**config.mk**
```make
export PLATFORM = sky130hd
export DESIGN_NAME = ws2812_rx
export DESIGN_NICKNAME = d
export VERILOG_FILES = /design/src/rtl/ws2812_pkg.sv /design/src/rtl/ws2812_pulse_meter.sv /design/src/rtl/ws2812_rx.sv
export SDC_FILE = /design/constraint.sdc
export NUM_CORES = 1
export LEC_CHECK = 0
export ABC_CLOCK_PERIOD_IN_PS = 6700
export BUFFER_PORTS_ARGS = -buffer_cell sky130_fd_sc_hd__buf_2
export CORE_UTILIZATION = 45
export DETAILED_ROUTE_END_ITERATION = 10
export GPL_TIMING_DRIVEN = 0
export PLACE_DENSITY_LB_ADDON = 0.05
export RECOVER_POWER = 50
export SKIP_LAST_GASP = 1
export SLEW_MARGIN = 30
export SYNTH_ARGS = -nofsm -noshare
export SYNTH_HDL_FRONTEND = slang
export SYNTH_HIERARCHICAL = 1
export SYNTH_SLANG_ARGS = --single-unit
```
**constraint.sdc**
```tcl
create_clock -name i_clk -period 6.7 [get_ports i_clk]
set_clock_uncertainty 0.1 [all_clocks]
set_input_delay 0.67 -clock i_clk [delete_from_list [all_inputs] [get_ports i_clk]]
set_output_delay 0.67 -clock i_clk [all_outputs]
set_load 0.02 [all_outputs]
```
**src/rtl/ws2812_pkg.sv**
```systemverilog
// rtl/ws2812_pkg.sv - shared FSM state type, word size and default WS2812 timing constants
package ws2812_pkg;

  localparam int WORD_BITS        = 24;
  localparam int DEF_BIT_THRESH   = 30;
  localparam int DEF_MAX_HIGH     = 60;
  localparam int DEF_LATCH_CYCLES = 2500;

  typedef enum logic [1:0] {
    ST_SYNC,
    ST_IDLE,
    ST_HIGH,
    ST_LOW
  } state_t;

  // Counters must hold one step past the larger limit so "exceeds" is observable.
  function automatic int cnt_width(input int max_a, input int max_b);
    int m;
    m = (max_a > max_b) ? max_a : max_b;
    return $clog2(m + 2);
  endfunction

endpackage

```
**src/rtl/ws2812_pulse_meter.sv**
```systemverilog
// rtl/ws2812_pulse_meter.sv - din synchronizer, edge detect and saturating high/low run-length counters
module ws2812_pulse_meter
  import ws2812_pkg::*;
#(
  parameter int CNT_W = cnt_width(DEF_LATCH_CYCLES, DEF_MAX_HIGH)
) (
  input  logic             i_clk,
  input  logic             i_reset,
  input  logic             i_din,
  output logic             o_rise,
  output logic             o_fall,
  output logic [CNT_W-1:0] o_high_cnt,
  output logic [CNT_W-1:0] o_low_cnt
);

  localparam logic [CNT_W-1:0] CNT_MAX = '1;
  localparam logic [CNT_W-1:0] CNT_ONE = CNT_W'(1);

  logic             r_sync1;
  logic             r_sync2;
  logic             r_prev;
  logic [CNT_W-1:0] r_high_cnt;
  logic [CNT_W-1:0] r_low_cnt;

  always_ff @(posedge i_clk or posedge i_reset) begin
    if (i_reset) begin
      r_sync1    <= 1'b0;
      r_sync2    <= 1'b0;
      r_prev     <= 1'b0;
      r_high_cnt <= '0;
      r_low_cnt  <= '0;
    end else begin
      r_sync1 <= i_din;
      r_sync2 <= r_sync1;
      r_prev  <= r_sync2;

      if (o_rise) begin
        r_high_cnt <= CNT_ONE;
      end else if (r_sync2 && (r_high_cnt != CNT_MAX)) begin
        r_high_cnt <= r_high_cnt + CNT_ONE;
      end

      // Low count restarts on any high level so it measures only uninterrupted gaps.
      if (r_sync2) begin
        r_low_cnt <= '0;
      end else if (o_fall) begin
        r_low_cnt <= CNT_ONE;
      end else if (r_low_cnt != CNT_MAX) begin
        r_low_cnt <= r_low_cnt + CNT_ONE;
      end
    end
  end

  assign o_rise     = r_sync2 & ~r_prev;
  assign o_fall     = ~r_sync2 & r_prev;
  assign o_high_cnt = r_high_cnt;
  assign o_low_cnt  = r_low_cnt;

endmodule

```
**src/rtl/ws2812_rx.sv**
```systemverilog
// rtl/ws2812_rx.sv - WS2812 receiver: pulse-width decode FSM and valid/ready 24-bit output register
// Defining WS2812_RX_STATS_EN adds the o_pixel_count per-frame word counter.
module ws2812_rx
  import ws2812_pkg::*;
#(
  parameter int BIT_THRESH   = DEF_BIT_THRESH,
  parameter int MAX_HIGH     = DEF_MAX_HIGH,
  parameter int LATCH_CYCLES = DEF_LATCH_CYCLES
) (
  input  logic                 i_clk,
  input  logic                 i_reset,
  input  logic                 i_din,
  output logic [WORD_BITS-1:0] o_rgb_data,
  output logic                 o_rgb_valid,
  input  logic                 i_rgb_ready,
  output logic                 o_frame_end,
  output logic                 o_err
`ifdef WS2812_RX_STATS_EN
  ,
  output logic [15:0]          o_pixel_count
`endif
);

  localparam int CNT_W = cnt_width(LATCH_CYCLES, MAX_HIGH);
  localparam logic [CNT_W-1:0] THRESH_C   = CNT_W'(BIT_THRESH);
  localparam logic [CNT_W-1:0] MAX_HIGH_C = CNT_W'(MAX_HIGH);
  localparam logic [CNT_W-1:0] LATCH_C    = CNT_W'(LATCH_CYCLES);
  localparam logic [4:0]       LAST_BIT   = 5'(WORD_BITS - 1);

  logic             w_rise;
  logic             w_fall;
  logic [CNT_W-1:0] w_high_cnt;
  logic [CNT_W-1:0] w_low_cnt;

  ws2812_pulse_meter #(
    .CNT_W(CNT_W)
  ) u_meter (
    .i_clk      (i_clk),
    .i_reset    (i_reset),
    .i_din      (i_din),
    .o_rise     (w_rise),
    .o_fall     (w_fall),
    .o_high_cnt (w_high_cnt),
    .o_low_cnt  (w_low_cnt)
  );

  state_t               r_state;
  state_t               w_state_nxt;
  logic [WORD_BITS-2:0] r_shift;
  logic [4:0]           r_bit_cnt;
  logic [WORD_BITS-1:0] r_data;
  logic                 r_valid;
  logic                 r_frame_end;
  logic                 r_err;

  logic                 w_shift_en;
  logic                 w_clear_bits;
  logic                 w_frame_end_nxt;
  logic                 w_err_fsm;
  logic                 w_bit;
  logic [WORD_BITS-1:0] w_word;
  logic                 w_word_done;
  logic                 w_handshake;
  logic                 w_overflow;

  always_ff @(posedge i_clk or posedge i_reset) begin
    if (i_reset) begin
      r_state <= ST_SYNC;
    end else begin
      r_state <= w_state_nxt;
    end
  end

  always_comb begin
    w_state_nxt     = r_state;
    w_shift_en      = 1'b0;
    w_clear_bits    = 1'b0;
    w_frame_end_nxt = 1'b0;
    w_err_fsm       = 1'b0;
    case (r_state)
      ST_SYNC: begin
        if (w_low_cnt >= LATCH_C) begin
          w_state_nxt = ST_IDLE;
        end
      end
      ST_IDLE: begin
        if (w_rise) begin
          w_state_nxt = ST_HIGH;
        end
      end
      ST_HIGH: begin
        if (w_high_cnt > MAX_HIGH_C) begin
          w_err_fsm    = 1'b1;
          w_clear_bits = 1'b1;
          w_state_nxt  = ST_SYNC;
        end else if (w_fall) begin
          w_shift_en  = 1'b1;
          w_state_nxt = ST_LOW;
        end
      end
      ST_LOW: begin
        if (w_rise) begin
          w_state_nxt = ST_HIGH;
        end else if (w_low_cnt >= LATCH_C) begin
          w_frame_end_nxt = 1'b1;
          w_clear_bits    = 1'b1;
          w_err_fsm       = (r_bit_cnt != '0);
          w_state_nxt     = ST_IDLE;
        end
      end
      default: w_state_nxt = ST_SYNC;
    endcase
  end

  assign w_bit       = (w_high_cnt >= THRESH_C);
  assign w_word      = {r_shift, w_bit};
  assign w_word_done = w_shift_en && (r_bit_cnt == LAST_BIT);
  assign w_handshake = r_valid && i_rgb_ready;
  // A completed word may only replace the held one if that one leaves this same cycle.
  assign w_overflow  = w_word_done && r_valid && !i_rgb_ready;

  always_ff @(posedge i_clk or posedge i_reset) begin
    if (i_reset) begin
      r_shift     <= '0;
      r_bit_cnt   <= '0;
      r_data      <= '0;
      r_valid     <= 1'b0;
      r_frame_end <= 1'b0;
      r_err       <= 1'b0;
    end else begin
      r_frame_end <= w_frame_end_nxt;
      r_err       <= w_err_fsm || w_overflow;

      if (w_clear_bits) begin
        r_shift   <= '0;
        r_bit_cnt <= '0;
      end else if (w_shift_en) begin
        r_shift   <= w_word[WORD_BITS-2:0];
        r_bit_cnt <= (r_bit_cnt == LAST_BIT) ? 5'd0 : r_bit_cnt + 5'd1;
      end

      if (w_word_done && (!r_valid || i_rgb_ready)) begin
        r_data  <= w_word;
        r_valid <= 1'b1;
      end else if (w_handshake) begin
        r_valid <= 1'b0;
      end
    end
  end

  assign o_rgb_data  = r_data;
  assign o_rgb_valid = r_valid;
  assign o_frame_end = r_frame_end;
  assign o_err       = r_err;

`ifdef WS2812_RX_STATS_EN
  logic [15:0] r_pixel_cnt;

  always_ff @(posedge i_clk or posedge i_reset) begin
    if (i_reset) begin
      r_pixel_cnt <= '0;
    end else if (r_frame_end) begin
      r_pixel_cnt <= '0;
    end else if (w_word_done && (r_pixel_cnt != 16'hFFFF)) begin
      r_pixel_cnt <= r_pixel_cnt + 16'd1;
    end
  end

  assign o_pixel_count = r_pixel_cnt;
`endif

endmodule

```
# ---- Word-level counts from Yosys, hierarchy flattened
# Cells that the tools add are included.
dict set report totals {
  regBits 84
  inputBits 4
  out_inout_bits 27
}
dict set report classes {
  add_sub_neg 3
  order_cmp 3
  eq_ne 8
  mux 29
  n_bitwise 4
  reduce_logical 17
}
# operator count
set op_table {}
lappend op_table {{$mux W12} 5}
lappend op_table {{$mux W23} 2}
lappend op_table {{$add A12 B1 Y12 const B} 2}
lappend op_table {{$ne A12 B12 Y1 const B} 2}
lappend op_table {{$mux W5} 3}
lappend op_table {{$ge A12 B12 Y1 const B} 1}
lappend op_table {{$ge A12 B5 Y1 const B} 1}
lappend op_table {{$gt A12 B6 Y1 const B} 1}
lappend op_table {{$mux W1} 11}
lappend op_table {{$mux W2} 5}
lappend op_table {{$pmux W2 S4} 1}
lappend op_table {{$logic_and A1 B1 Y1} 6}
lappend op_table {{$reduce_bool A2 Y1} 3}
lappend op_table {{$add A5 B1 Y5 const B} 1}
lappend op_table {{$eq A5 B5 Y1 const B} 1}
lappend op_table {{$reduce_bool A5 Y1} 1}
lappend op_table {{$eq A2 B2 Y1 const B} 2}
lappend op_table {{$pmux W1 S2} 2}
lappend op_table {{$ne A3 B2 Y1 const B} 1}
lappend op_table {{$reduce_bool A3 Y1} 1}
lappend op_table {{$and A1 B1 Y1} 2}
lappend op_table {{$eq A2 B1 Y1 const B} 1}
lappend op_table {{$logic_not A1 Y1} 2}
lappend op_table {{$logic_not A2 Y1} 1}
lappend op_table {{4 further kinds} 6}

# ---- Longest topological paths before layout
# Gate-level depths: netlist of run 1.
dict set report logic_depth {
  ltp_word 9
  ltp_mapped 8
  mapped_depth_nobuf 6
}

# ---- Hierarchy
# Netlist of run 1, hierarchy kept.
# module instances cells_each area_per_inst_um2 seq_area_each_um2
set modules_own_cells {}
lappend modules_own_cells {ws2812_rx 1 221 2516.2 1426.4}
lappend modules_own_cells {ws2812_pulse_meter 1 139 1361.3 675.6}

# ---- Worst setup path before layout of run 1
# No wires, ideal clock.
dict set report synth_timing {
  kind {register to register}
  from {register u_meter.r_high_cnt[11] (netlist: u_meter/o_high_cnt[11])}
  to {register r_data[10] (netlist: o_rgb_data[10])}
  arrival_time_ns 1.931
  required_ns 6.475
  slack_ns 4.544
  stages_incl_launch_ff 6
  path_buffers 1
  cell_sequence {dfrtp_1 nor4_4 o211ai_4 nor4b_4 buf_6 mux2_4}
}
dict set report synth_via {
  elab_chain_len 5
}
# item line
set synth_rtl {}
lappend synth_rtl {{start: declaration} ws2812_pulse_meter.sv:22} ;# logic [CNT_W-1:0] r_high_cnt;
lappend synth_rtl {{start signal: assignment} ws2812_pulse_meter.sv:40} ;# r_high_cnt <= r_high_cnt + CNT_ONE;
lappend synth_rtl {{$gt A12 B6 Y1} ws2812_rx.sv:92} ;# if (w_high_cnt > MAX_HIGH_C) begin
lappend synth_rtl {{$mux W1} ws2812_rx.sv:92}
lappend synth_rtl {{$mux W1} ws2812_rx.sv:80} ;# case (r_state)
lappend synth_rtl {{$logic_and A1 B1 Y1} ws2812_rx.sv:117} ;# assign w_word_done = w_shift_en && (r_bit_cnt == LAST_BIT);
lappend synth_rtl {{$logic_and A1 B1 Y1} ws2812_rx.sv:142} ;# if (w_word_done && (!r_valid || i_rgb_ready)) begin
lappend synth_rtl {{end signal: assignment} ws2812_rx.sv:143} ;# r_data <= w_word;
lappend synth_rtl {{end: declaration} ws2812_rx.sv:51} ;# logic [WORD_BITS-1:0] r_data;
# Every way passes these cells.
# A chain may end at the register's enable or synchronous reset.

==> results.sh, run 1 <==
export IMPL_outcome="finished, violations left"
export IMPL_violations="capacitance limit, slew limit"
export IMPL_synth_flop_cell="dfrtp_1"
export IMPL_cp_arrival_ps=2920
export IMPL_insertion_delay_ps=350
export IMPL_slew_headroom_pct=-67.1
export IMPL_grt_pass1_vias=2613
export IMPL_slowest_delay_ps=1820
export IMPL_drive_above_1_share_pct=18.7
export IMPL_p_leak_uw=0.00195
export IMPL_clock_path_buffers=2
export IMPL_dr_total_vias=2844
export IMPL_reg2reg_from="u_meter/r_sync2$_DFF_PP0_"
export IMPL_min_period_over_period_pct=46.1
export IMPL_endpoint_kind="asynchronous set/reset pin"
export IMPL_final_common_cell="dfrtp_1"
export IMPL_p_int_uw=730
export IMPL_grt_usage_pct=18.0
export IMPL_power_density_mw_per_mm2=215
export IMPL_clockRootBuffer="clkbuf_8"
export IMPL_cts_resized=0
export IMPL_wl_per_cell_um=14.7
export IMPL_async_flop_share_pct=100
export IMPL_die_h_um=94.8
export IMPL_crit_type="input pin to asynchronous set/reset pin"
export IMPL_p_seq_share_pct=55.5
export IMPL_combPwrFrac_pct=2.9
export IMPL_antenna_found_initial=0
export IMPL_worstPathRequired_ps=6540
export IMPL_yosysUniqueCellTypes=52
export IMPL_nFillCells=777
export IMPL_drc=0
export IMPL_netSwitchingPower_uw=209
export IMPL_avgSynthCellArea_um2=10.8
export IMPL_routed_wl_um=7510
export IMPL_cts_sinks=84
export IMPL_viasPerCell=5.55
export IMPL_swShare_pct=22.3
export IMPL_start_util_pct=47.0
export IMPL_postSynthCellCount=360
export IMPL_cp_cell_sequence="clkbuf_1, clkinvlp_2, clkbuf_1"
export IMPL_num_io_pins=31
export IMPL_clkTransAtPathRegs_ps=80
export IMPL_yosysWarnings=6
export IMPL_port_buffers=30
export IMPL_num_rows=33
export IMPL_r2r_end="r_shift[15]$_DFFE_PP0P_"
export IMPL_r2r_cells=8
export IMPL_cp_slowest_cell="clkbuf_1"
export IMPL_crit_path_start_kind="input pin"
export IMPL_grt_pass1_wl_um=12500
export IMPL_fin_crit_ps=3090
export IMPL_ctsHtreeMaxLevel=3
export IMPL_final_setup_viol_count=0
export IMPL_synth_area_mm2=0.00388
export IMPL_gp_congestion=0.793
export IMPL_die_area_mm2=0.00899
export IMPL_post_cts_buffers=0
export IMPL_finalPower_uw=939
export IMPL_yosys_register_bits=84
export IMPL_nNetsFinal=410
export IMPL_core_mm2=0.00826
export IMPL_synth_seq_area_share_pct=54.2
export IMPL_die_w_um=94.8
export IMPL_syn_nets=368
export IMPL_cp_common_cell="clkbuf_1"
export IMPL_antenna_left=0
export IMPL_rsz0062_at_grt="false"
export IMPL_cts_tree="yes"
export IMPL_clock_fmax_mhz=324
export IMPL_hold_ws_ps=202
export IMPL_finalMaxSlewViolations=48
export IMPL_r2r_setup_slack_ps=4180
export IMPL_hpwl_um=5190
export IMPL_max_cap_viol_count=1
export IMPL_crit_buf_inv=3
export IMPL_grt_max_degree=48
export IMPL_mostFrequentLayoutCells="dfrtp_1, nand2_1, o21ai_0"
export IMPL_drtPass1Iterations=4
export IMPL_pwr_share_clk_pct=41.6
export IMPL_n_antenna_cell=0
export IMPL_crit_fanout=47
export IMPL_fin_tns_setup_ps=0
export IMPL_synth_edff_count=0
export IMPL_path_delay_family="buffers and inverters"
export IMPL_report_final_hold_viol_count=0
export IMPL_grt_overflow=0
export IMPL_vdd_drop_max_uv=126
export IMPL_worstHoldPathType="input pin to asynchronous set/reset pin"
export IMPL_drtIter0Drc=126
export IMPL_area_growth_pct=12.7
export IMPL_cts_made_buffers=9
export IMPL_worst_slew_pin_slew_ps=2510
export IMPL_hold_buffers=0
## routing by layer
| layer | track usage, % | vias up | share of wire, % |
|---|---|---|---|
| li1 | - | 1390 | - |
| met1 | 24.6 | 1403 | 49 |
| met2 | 27.8 | 44 | 47 |
| met3 | 4.43 | 7 | 3.3 |
| met4 | 6.19 | 0 | 1.0 |
| met5 | 0 | - | 0 |
## stage by stage
step	instances	setup slack, ps	area, um^2	util (%)
finish	512	3610	4370	52.9
global route	512	2960	4370	52.9
CTS	512	4140	4410	53.3
detailed placement	496	4150	4190	50.7
global placement	495	3720	4160	50.4
floorplan	360	4530	3880	-
## state kept, by name, summed over array words and instances, names as in the netlist
signal and count:
r_shift 23, u_meter/o_high_cnt 12, o_rgb_valid 1, u_meter/r_prev 1
o_frame_end 1, u_meter/r_sync2 1, o_err 1, r_bit_cnt 5
o_rgb_data 24, r_state 2, u_meter/o_low_cnt 12, u_meter/r_sync1 1
## kinds of logic (layout without fill, tap and decap cells)
family / count (synthesis) / after routing / synth area share (%)
adders and majority gates: 4 / 4 / 1.29
buffers and inverters: 28 / 75 / 3.10
AOI/OAI and AO/OA: 82 / 82 / 13.4
DFF: 84 / 84 / 54.2
xor gates and xnor gates: 5 / 5 / 1.13
muxes: 26 / 26 / 9.33
and+or+nand+nor: 131 / 131 / 17.5
## worst max path at each step
| stage | startpoint | end | slack (ps) | cells after the start |
|---|---|---|---|---|
| 2_1_floorplan | i_reset | o_err$_DFF_PP0_ | 4530 | 1 |
| 3_3_place_gp | i_reset | r_shift[22]$_DFFE_PP0P_ | 3720 | 2 |
| 3_5_place_dp | u_meter/r_sync2$_DFF_PP0_ | r_shift[15]$_DFFE_PP0P_ | 4150 | 8 |
| 4_1_cts | u_meter/r_sync2$_DFF_PP0_ | r_shift[15]$_DFFE_PP0P_ | 4140 | 8 |
| 5_1_grt | i_reset | r_state[1]$_DFFE_PP0P_ | 2960 | 3 |
| 6_report | i_reset | o_rgb_data[8]$_DFFE_PP0P_ | 3610 | 3 |
## cells in the mapped netlist (all sizes together) (8+ instances only)
cell type	count	share of area (%)
o21ai	38	4.9
inv	15	1.5
dfrtp	84	54
nand2	62	6.0
nor2	17	1.6
a31oi	8	1.3
a21oi	10	1.3
clkbuf	11	1.1
nand4	8	1.5
nand3	10	1.3
mux2	24	8.8
## area by class of cell
class | count | area [um^2] | share of cell area, %
clock buffers | 10 | 128 | 2.92
well taps | 105 | 131 | 3.01
repair buffers | 31 | 150 | 3.44
plain buffers | 13 | 63.8 | 1.46
flip-flops and latches | 84 | 2100 | 48.1
inverters | 15 | 57.6 | 1.32
clock inverters | 6 | 88.8 | 2.03
multi-input cells | 248 | 1650 | 37.7
## power groups by stage
stage | logic, uW | clock network [uW] | registers, uW
after CTS | 30.9 | 406 | 521
final | 27.5 | 391 | 521
after global routing | 32.7 | 422 | 523
after floorplan | 20.6 | 0 | 528
after global placement | 27.9 | 0 | 531
after detailed placement | 30.7 | 0 | 531
Power figures use the tool's default switching activity.
==> run 2, diff against run 1 <==
--- a/config.mk
+++ b/config.mk
@@ -5,7 +5,7 @@
 export SDC_FILE = /design/constraint.sdc
 export NUM_CORES = 1
 export LEC_CHECK = 0
-export ABC_CLOCK_PERIOD_IN_PS = 6700
+export ABC_CLOCK_PERIOD_IN_PS = 3000
 export BUFFER_PORTS_ARGS = -buffer_cell sky130_fd_sc_hd__buf_2
 export CORE_UTILIZATION = 45
 export DETAILED_ROUTE_END_ITERATION = 10
==> constraint.sdc (replaced) <==
create_clock -name i_clk -period 3 [get_ports i_clk]
set_clock_uncertainty 0.1 [all_clocks]
set_input_delay 0.3 -clock i_clk [delete_from_list [all_inputs] [get_ports i_clk]]
set_output_delay 0.3 -clock i_clk [all_outputs]
set_load 0.02 [all_outputs]
==> results.sh, run 2 (synthesis gave the netlist of run 1 again) <==
export IMPL_outcome="completed"
export IMPL_finalMaxSlewViolations=0
export IMPL_report_final_hold_viol_count=0
export IMPL_max_cap_viol_count=0
export IMPL_wl_met3_um=239
export IMPL_gp_congestion=0.793
export IMPL_grt_pass1_wl_um=12500
export IMPL_crit_type="flop to flop"
export IMPL_stdcell_area_mm2=0.00439
export IMPL_mostFrequentLayoutCells="dfrtp_1, nand2_1, o21ai_0"
export IMPL_start_util_pct=47.0
export IMPL_finalPower_uw=2100
export IMPL_num_rows=33
export IMPL_port_buffers=30
export IMPL_min_to="o_rgb_valid$_DFFE_PP0P_"
export IMPL_placed_area_mm2=0.00419
export IMPL_post_cts_buffers=0
export IMPL_fin_util_pct=53.1
export IMPL_final_common_cell="dfrtp_1"
export IMPL_setup_slack_ps=497
export IMPL_crit_path_start_kind="flop"
export IMPL_top_layer_used="met4"
export IMPL_power_density_mw_per_mm2=479
export IMPL_die_area_mm2=0.00899
export IMPL_fin_crit_ps=2500
export IMPL_largest_reg_flops=24
export IMPL_drc=0
export IMPL_hold_start="i_rgb_ready"
export IMPL_insertion_delay_ps=350
export IMPL_crit_start="u_meter/r_sync2$_DFF_PP0_"
export IMPL_nFillCells=772
export IMPL_n_antenna_cell=0
export IMPL_cp_common_cell="clkbuf_1"
export IMPL_crit_buf_inv=4
export IMPL_cp_cell_sequence="clkbuf_1, nand2_1, inv_1, nor2_1, a22o_2, clkbuf_1, clkbuf_1, o21ai_0"
export IMPL_clock_path_buffers=2
export IMPL_worstHoldPathType="input pin to flop"
export IMPL_min_period_over_period_pct=83.4
export IMPL_worstPathRequired_ps=3110
export IMPL_drtPass1Iterations=4
export IMPL_cp_slowest_cell="dfrtp_1"
export IMPL_final_setup_viol_count=0
export IMPL_clockRootBuffer="clkbuf_8"
export IMPL_min_path_cells=2
export IMPL_r2r_end="r_shift[15]$_DFFE_PP0P_"
export IMPL_grt_pass1_vias=2628
export IMPL_area_growth_pct=13.2
export IMPL_grt_usage_pct=18.0
export IMPL_slowest_delay_ps=420
export IMPL_wl_per_cell_um=14.6
export IMPL_drtIter0Drc=134
export IMPL_cts_made_buffers=9
export IMPL_vdd_drop_max_uv=284
export IMPL_r2r_cells=8
export IMPL_die_h_um=94.8
export IMPL_clkTransAtPathRegs_ps=90
export IMPL_nNetsFinal=412
export IMPL_num_io_pins=31
export IMPL_ctsHtreeMaxLevel=3
export IMPL_endpoint_kind="flop"
export IMPL_dp_slack_ps=447
export IMPL_cp_arrival_ps=2620
export IMPL_cts_sinks=84
export IMPL_fin_tns_setup_ps=0
export IMPL_core_mm2=0.00826
export IMPL_wl_met1_um=3700
export IMPL_worst_slew_pin_slew_ps=1160
export IMPL_met2_length_um=3500
export IMPL_die_w_um=94.8
export IMPL_r2r_setup_slack_ps=500
export IMPL_antenna_left=0
export IMPL_crit_fanout=10
export IMPL_p_leak_uw=0.00193
export IMPL_grt_overflow=0
export IMPL_hpwl_um=5190
export IMPL_routed_wl_um=7520
export IMPL_clock_fmax_mhz=400
export IMPL_slew_headroom_pct=22.5
export IMPL_antenna_found_initial=0
export IMPL_rsz0062_at_grt="false"
export IMPL_cts_tree="yes"
export IMPL_reg2reg_from="u_meter/r_sync2$_DFF_PP0_"
export IMPL_viasPerCell=5.56
export IMPL_grt_max_degree=48
export IMPL_drive_above_1_share_pct=17.1
export IMPL_path_delay_family="buffers and inverters"
export IMPL_dr_total_vias=2856
run 2: through the flow:
step                      hold slack (ps)  std cells
after global placement                244        495
after CTS                            59.0        514
final                                84.0        514
after floorplan                       231        360
after detailed placement              138        496
after global routing                 76.7        514
run 2: per-layer routing:
| layer | vias to the layer above | track usage [%] |
|---|---|---|
| li1 | 1393 | - |
| met1 | 1419 | 24.6 |
| met2 | 38 | 27.9 |
| met3 | 6 | 4.43 |
| met4 | 0 | 6.19 |
| met5 | - | 0 |
run 2: worst max-delay path by stage:
stage / endpoint / slack, ps / cells after the start
global placement: r_shift[22]$_DFFE_PP0P_ / 390 / 2
CTS: r_shift[15]$_DFFE_PP0P_ / 440 / 8
finish: r_shift[15]$_DFFE_PP0P_ / 500 / 8
detailed placement: r_shift[15]$_DFFE_PP0P_ / 450 / 8
floorplan: o_rgb_data[10]$_DFFE_PP0P_ / 840 / 5
global route: r_shift[2]$_DFFE_PP0P_ / 160 / 8
run 2: area by class of cell:
cell class	instances	area (um^2)	share of cell area, %
clock inverters	6	88.8	2.02
clock buffers	10	128	2.91
plain buffers	13	63.8	1.45
repair buffers	33	161	3.68
flip-flops and latches	84	2100	47.9
well taps	105	131	2.99
inverters	15	57.6	1.31
multi-input cells	248	1660	37.7
run 2: where the power goes:
part / switching [uW] / internal [uW]
clock: 405 / 469
sequential: 19.4 / 1140
combinational: 44.9 / 18.8
run 2: repair_timing:
action	in CTS	in global routing
hold buffers	2	0
gates resized for setup	0	0
endpoints found under the setup margin	0	0
hold endpoints to repair	38	0
